File: config.mk
export PLATFORM = sky130hd
export DESIGN_NAME = sec02_stream_accumulator
export DESIGN_NICKNAME = d
export VERILOG_FILES = /design/src/rtl/sec02_stream_accumulator.sv
export SDC_FILE = /design/constraint.sdc
export NUM_CORES = 1
export LEC_CHECK = 0
export ABC_AREA = 1
export CAP_MARGIN = 20
export CORE_UTILIZATION = 58
export CTS_CLUSTER_SIZE = 24
export DETAILED_ROUTE_END_ITERATION = 10
export PLACE_DENSITY = 0.95
export RECOVER_POWER = 25
export SLEW_MARGIN = 20
export SYNTH_ARGS = -nofsm -noshare
export SYNTH_HDL_FRONTEND = slang
export SYNTH_SLANG_ARGS = --single-unit
File: constraint.sdc
create_clock -name clk -period 2.91 [get_ports clk]
set_input_delay 0.582 -clock clk [delete_from_list [all_inputs] [get_ports clk]]
set_output_delay 0.582 -clock clk [all_outputs]
set_load 0.02 [all_outputs]
File: src/rtl/sec02_stream_accumulator.sv
// Val/rdy accumulator: sums each group of p_count input messages and emits one total per group.
// Optional build macro SEC02_ACCUM_SATURATE_EN selects a saturating add instead of wrap-around.
module sec02_stream_accumulator #(
  parameter int unsigned p_nbits = 32,
  parameter int unsigned p_count = 4
) (
  input  logic               clk,
  input  logic               reset,
  input  logic               istream_val,
  output logic               istream_rdy,
  input  logic [p_nbits-1:0] istream_msg,
  output logic               ostream_val,
  input  logic               ostream_rdy,
  output logic [p_nbits-1:0] ostream_msg
);

  localparam int unsigned CW = $clog2(p_count + 1);
  localparam logic [CW-1:0] LAST_CNT = CW'(p_count - 1);

  typedef enum logic [0:0] {
    ACC  = 1'b0,
    SEND = 1'b1
  } state_t;

  state_t             state_r;
  state_t             state_next_s;
  logic [p_nbits-1:0] acc_r;
  logic [p_nbits-1:0] acc_next_s;
  logic [CW-1:0]      cnt_r;
  logic [CW-1:0]      cnt_next_s;
  logic               in_xfer_s;
  logic               out_xfer_s;

  function automatic logic [p_nbits-1:0] accum_add(
    input logic [p_nbits-1:0] a,
    input logic [p_nbits-1:0] b
  );
`ifdef SEC02_ACCUM_SATURATE_EN
    logic [p_nbits:0] wide;
    wide = {1'b0, a} + {1'b0, b};
    if (wide[p_nbits]) begin
      return {p_nbits{1'b1}};
    end else begin
      return wide[p_nbits-1:0];
    end
`else
    return a + b;
`endif
  endfunction

  assign in_xfer_s   = istream_val && istream_rdy;
  assign out_xfer_s  = ostream_val && ostream_rdy;
  // The total is the accumulator register itself, so it stays stable while the sink stalls.
  assign ostream_msg = acc_r;

  // Handshake outputs decoded from the state register; both forced low during reset.
  always_comb begin
    istream_rdy = 1'b0;
    ostream_val = 1'b0;
    if (reset) begin
      istream_rdy = 1'b0;
      ostream_val = 1'b0;
    end else begin
      case (state_r)
        ACC: begin
          istream_rdy = 1'b1;
          ostream_val = 1'b0;
        end
        SEND: begin
          istream_rdy = ostream_rdy;
          ostream_val = 1'b1;
        end
        default: begin
          istream_rdy = 1'b0;
          ostream_val = 1'b0;
        end
      endcase
    end
  end

  // Next-state, accumulator and counter update.
  always_comb begin
    state_next_s = state_r;
    acc_next_s   = acc_r;
    cnt_next_s   = cnt_r;
    case (state_r)
      ACC: begin
        if (in_xfer_s) begin
          acc_next_s = accum_add(acc_r, istream_msg);
          if (cnt_r == LAST_CNT) begin
            cnt_next_s   = {CW{1'b0}};
            state_next_s = SEND;
          end else begin
            cnt_next_s = cnt_r + CW'(1);
          end
        end else begin
          acc_next_s = acc_r;
        end
      end
      SEND: begin
        if (out_xfer_s && in_xfer_s) begin
          // Overlap the first input of the next group with the outgoing total.
          acc_next_s = istream_msg;
          if (p_count == 1) begin
            cnt_next_s   = {CW{1'b0}};
            state_next_s = SEND;
          end else begin
            cnt_next_s   = CW'(1);
            state_next_s = ACC;
          end
        end else if (out_xfer_s) begin
          acc_next_s   = {p_nbits{1'b0}};
          cnt_next_s   = {CW{1'b0}};
          state_next_s = ACC;
        end else begin
          state_next_s = state_r;
        end
      end
      default: begin
        state_next_s = ACC;
        acc_next_s   = {p_nbits{1'b0}};
        cnt_next_s   = {CW{1'b0}};
      end
    endcase
  end

  // State registers with synchronous reset discarding any partial or pending total.
  always_ff @(posedge clk) begin
    if (reset) begin
      state_r <= ACC;
      acc_r   <= {p_nbits{1'b0}};
      cnt_r   <= {CW{1'b0}};
    end else begin
      state_r <= state_next_s;
      acc_r   <= acc_next_s;
      cnt_r   <= cnt_next_s;
    end
  end

endmodule
Word level (Yosys, flattened, before mapping)
Index checks and enable logic that the tools add are counted.
{ "totals": {"input_bits": 36, "regBits": 36, "output_inout_bits": 34} }
{ "classes": {"addsub": 2, "n_bitwise": 1, "n_mux": 18, "eq_ne": 3, "reduce_logical": 4} }
{ "op_table": {"columns": ["op", "count"], "rows": [
  ["two-way mux 32 bit", 3],
  ["case mux 32 bit (2 select lines)", 1],
  ["adder 32 bit", 1],
  ["two-way mux 3 bit", 4],
  ["two-way mux 1 bit", 6],
  ["case mux 1 bit (2 select lines)", 3],
  ["case mux 3 bit (2 select lines)", 1],
  ["adder 3 x 1 -> 3 bit, second input constant", 1],
  ["== test 3 x 2 -> 1 bit, second input constant", 1],
  ["logical AND 1 bit", 3],
  ["!= test 3 x 1 -> 1 bit, second input constant", 1],
  ["!= test 2 bit, second input constant", 1],
  ["AND reduction 2 bit", 1],
  ["NOT 1 bit", 1]
]} }

Depth between registers and ports, before layout
{ "logic_depth": {"depth_word": 7, "depth_mapped": 12, "mapped_depth_nobuf": 12} }

Worst setup path after synthesis
OpenSTA, ideal clock, no wires.
{ "synth_path": {"path_type": "input port to flip-flop", "startpoint": "input port istream_msg[0]", "endpoint": "register acc_r[28], in the netlist ostream_msg[28]", "setup_ps": 70, "arrival_ps": 1992, "setup_slack_ps": 848, "path_buffers": 0, "path_stages": 11, "t_required_ps": 2840, "cell_sequence": "ha_1 > fa_1 > nand3_1 > nand3_1 > nand3_1 > nand3_2 > nand2_1 > nand2_1 > nand2_1 > nand3_1 > a21oi_1"} }
{ "synth_between": {"elab_chain_cells": 3} }
{ "synth_rtl": {"columns": ["item", "line_no", "text"], "rows": [
  ["start: declaration", "11", "input logic [p_nbits-1:0] istream_msg,"],
  ["adder 32 bit", "47", "return a + b;"],
  ["two-way mux 32 bit", "88", "if (in_xfer_s) begin"],
  ["case mux 32 bit (2 select lines)", "86", "case (state_r)"],
  ["end signal: assignment", "131", "acc_r <= {p_nbits{1'b0}};"],
  ["end signal: assignment", "135", "acc_r <= acc_next_s;"],
  ["end: declaration", "27", "logic [p_nbits-1:0] acc_r;"]
]} }
Every way passes these cells. The select of a mux whose other input is x is not followed.
A chain may end at the register's enable or synchronous reset.

Worst setup path in the final report
Ends and elaborated chain as after synthesis.

==> flow_summary.json <==
{
  "io_pins": 70,
  "use_met2_pct": 59.5,
  "start_util_pct": 60.8,
  "worstHoldPathCells": 2,
  "cp_max_fo": 5,
  "grt_pass1_wl_um": 19700,
  "reg2reg_depth": 7,
  "syn_inst": 690,
  "syn_area_um2": 3930,
  "fmax_ghz": 0.394,
  "rsz0062_at_grt": "no",
  "clock_skew_ns": 0.0147,
  "holdBufCountCts": 0,
  "crit_required_ns": 3.13,
  "drv_cap": 0,
  "synthToLayoutAreaGrowth_pct": 21.0,
  "placed_area_um2": 4640,
  "clockRootBuffer": "clkbuf_8",
  "power_mw": 1.79,
  "synthDominantCellAreaShare_pct": 20.7,
  "die_width_um": 84.3,
  "post-route-min-period_ns": 2.54,
  "fin_area_um2": 4750,
  "die_area_um2": 7100,
  "grt_start_max_net_pins": 38,
  "yosys_warnings": 0,
  "numCtsBuffers": 5,
  "wl_per_cell_um": 14.9,
  "die_y_um": 84.3,
  "htreeDepth": 2,
  "drcViolationCount": 4,
  "clkSinkCount": 36,
  "grt_usage_pct": 34.6,
  "failed_checks": "DRC",
  "num-nets-final": 821,
  "synth_seq_cells": 36,
  "core_um2": 6460,
  "ys_types": 29,
  "antenna_found_initial": 0,
  "worstSkewPairLatency_ns": 0.30,
  "period_share_pct": 87.3,
  "routed_wirelength_um": 12300,
  "use_met3_pct": 4.03,
  "vias": 4619,
  "report.final.slew_viol_count": 0,
  "ir_worst_vdd_mv": 0.259,
  "p_leak_nw": 2.63,
  "cts_resized": 0,
  "whs_ns": 0.454,
  "drt_iter0_drc": 319,
  "start_kind": "primary input",
  "ys_seq_area_share_pct": 18.4,
  "drtPass1Iterations": 8,
  "synth.area.top_cells": "nand2_1 (21%), dfxtp_1 (18%), a21oi_1 (12%)",
  "drive_above_1_share_pct": 6.64,
  "cts_tree": "done",
  "yosys.area.top_type": "nand2_1",
  "worst_ep_arrival_time_ns": 2.76,
  "dp_hpwl_um": 9180,
  "grt_use_met1_pct": 44.6,
  "slew_headroom_pct": 48.9,
  "worst_pin_slew_ns": 0.767,
  "cts_setup_buffers": 0,
  "crit_type": "in -> reg",
  "outcome": "finished, violations left",
  "port_buffers": 69,
  "grt_overflow": 0,
  "end_kind": "register",
  "p_per_area_nw_per_um2": 376,
  "cts_buffer_depth": 2,
  "busiest_layer": "met2",
  "hold_path_class": "reg -> reg",
  "fin_tns_setup_ns": 0,
  "drtAntennaViolNets": 0,
  "path_clk_slew_ns": 0.09,
  "syn_nets": 759,
  "antenna_cells": 0,
  "grt_pass1_vias": 4251,
  "row_count": 29,
  "hold_violations": 0,
  "gp_congestion": 0.953,
  "vias_per_cell": 5.57,
  "syn_area_per_cell_um2": 5.69,
  "setup_violations": 0
}
[flip-flops by register name (all words and copies together), names as in the netlist]
name         cells
state_r          1
ostream_msg     32
cnt_r            3
[cell usage after synthesis (all sizes together)]
cell,count
nand3b,4
xnor2,1
inv,114
o21bai,3
nor3,3
buf,14
a31oi,2
dfxtp,36
nand3,49
nor2,44
xor2,1
a21oi,100
clkbuf,3
nand2,230
fa,1
o21ai,48
nand4,4
ha,32
a21o,1
[cells by family (layout without fill, tap and decap cells)]
kind of cell,after synthesis,after routing,synth area share [%]
buf+inv,131,194,13.3
compound gates,154,154,20.3
flops,36,36,18.4
xor+xnor,2,2,0.446
fa+ha+maj,33,33,10.7
simple gates,334,334,36.9
[path summary, 6_finish.rpt]
path | slack [ns] | end | from
min reg2reg | 0.45 | cnt_r[2] | cnt_r[2]
min | 0.45 | cnt_r[2] | cnt_r[2]
max | 0.37 | ostream_msg[28] | istream_msg[0]
max reg2reg | 0.76 | ostream_msg[28] | state_r
[critical path, stage by stage]
cell and delay (ns):
clkdlybuf4s50_1 0.44, ha_1 0.26, fa_1 0.47, nand3_1 0.13, nand3_1 0.17, nand3_1 0.13
nand3_2 0.11, nand2_1 0.11, nand2_1 0.06, nand2_1 0.06, nand3_1 0.06, a21oi_1 0.17
[metrics by stage]
step / util, % / setup WS (ns) / std cells
after global placement: 71.9 / 0.255 / 822
after floorplan: - / 0.848 / 690
after CTS: 73.6 / 0.416 / 830
final: 73.6 / 0.370 / 830
after detailed placement: 71.9 / 0.127 / 822
after global routing: 73.6 / 0.249 / 830
[cell usage in the layout (no fill, tap or decap), drive strengths merged]
cell type      count
clkdlybuf4s50     53
xor2               1
o21bai             3
nand4              4
ha                32
nor3               3
clkinv             1
nand2            230
nor2              44
buf                2
fa                 1
clkinvlp           1
o21ai             48
inv              114
a31oi              2
xnor2              1
nand3             49
clkbuf             6
dfxtp             36
nand3b             4
a21o               1
bufinv             1
dlygate4sd3       16
a21oi            100
[final cells by class]
cell class,instances,area (um^2)
Sequential cell,36,721
Fill cell,578,1710
Timing Repair Buffer,72,711
Clock buffer,5,68.8
Tap cell,77,96.3
Clock inverter,3,42.5
Inverter,114,428
Multi-Input combinational cell,523,2690
[layer usage]
layer / up-vias / part of all wire [%]
met4: 0 / 2.8
met5: - / 0
li1: 2342 / -
met2: 219 / 45
met1: 2032 / 44
met3: 26 / 8.3
[where the power goes]
group	switching, mW	total (mW)	internal [mW]
Sequential	0.0300	0.559	0.529
Combinational	0.464	0.755	0.290
Clock	0.220	0.474	0.254
Total	0.714	1.79	1.07
(Power assumes the default switching activity.)
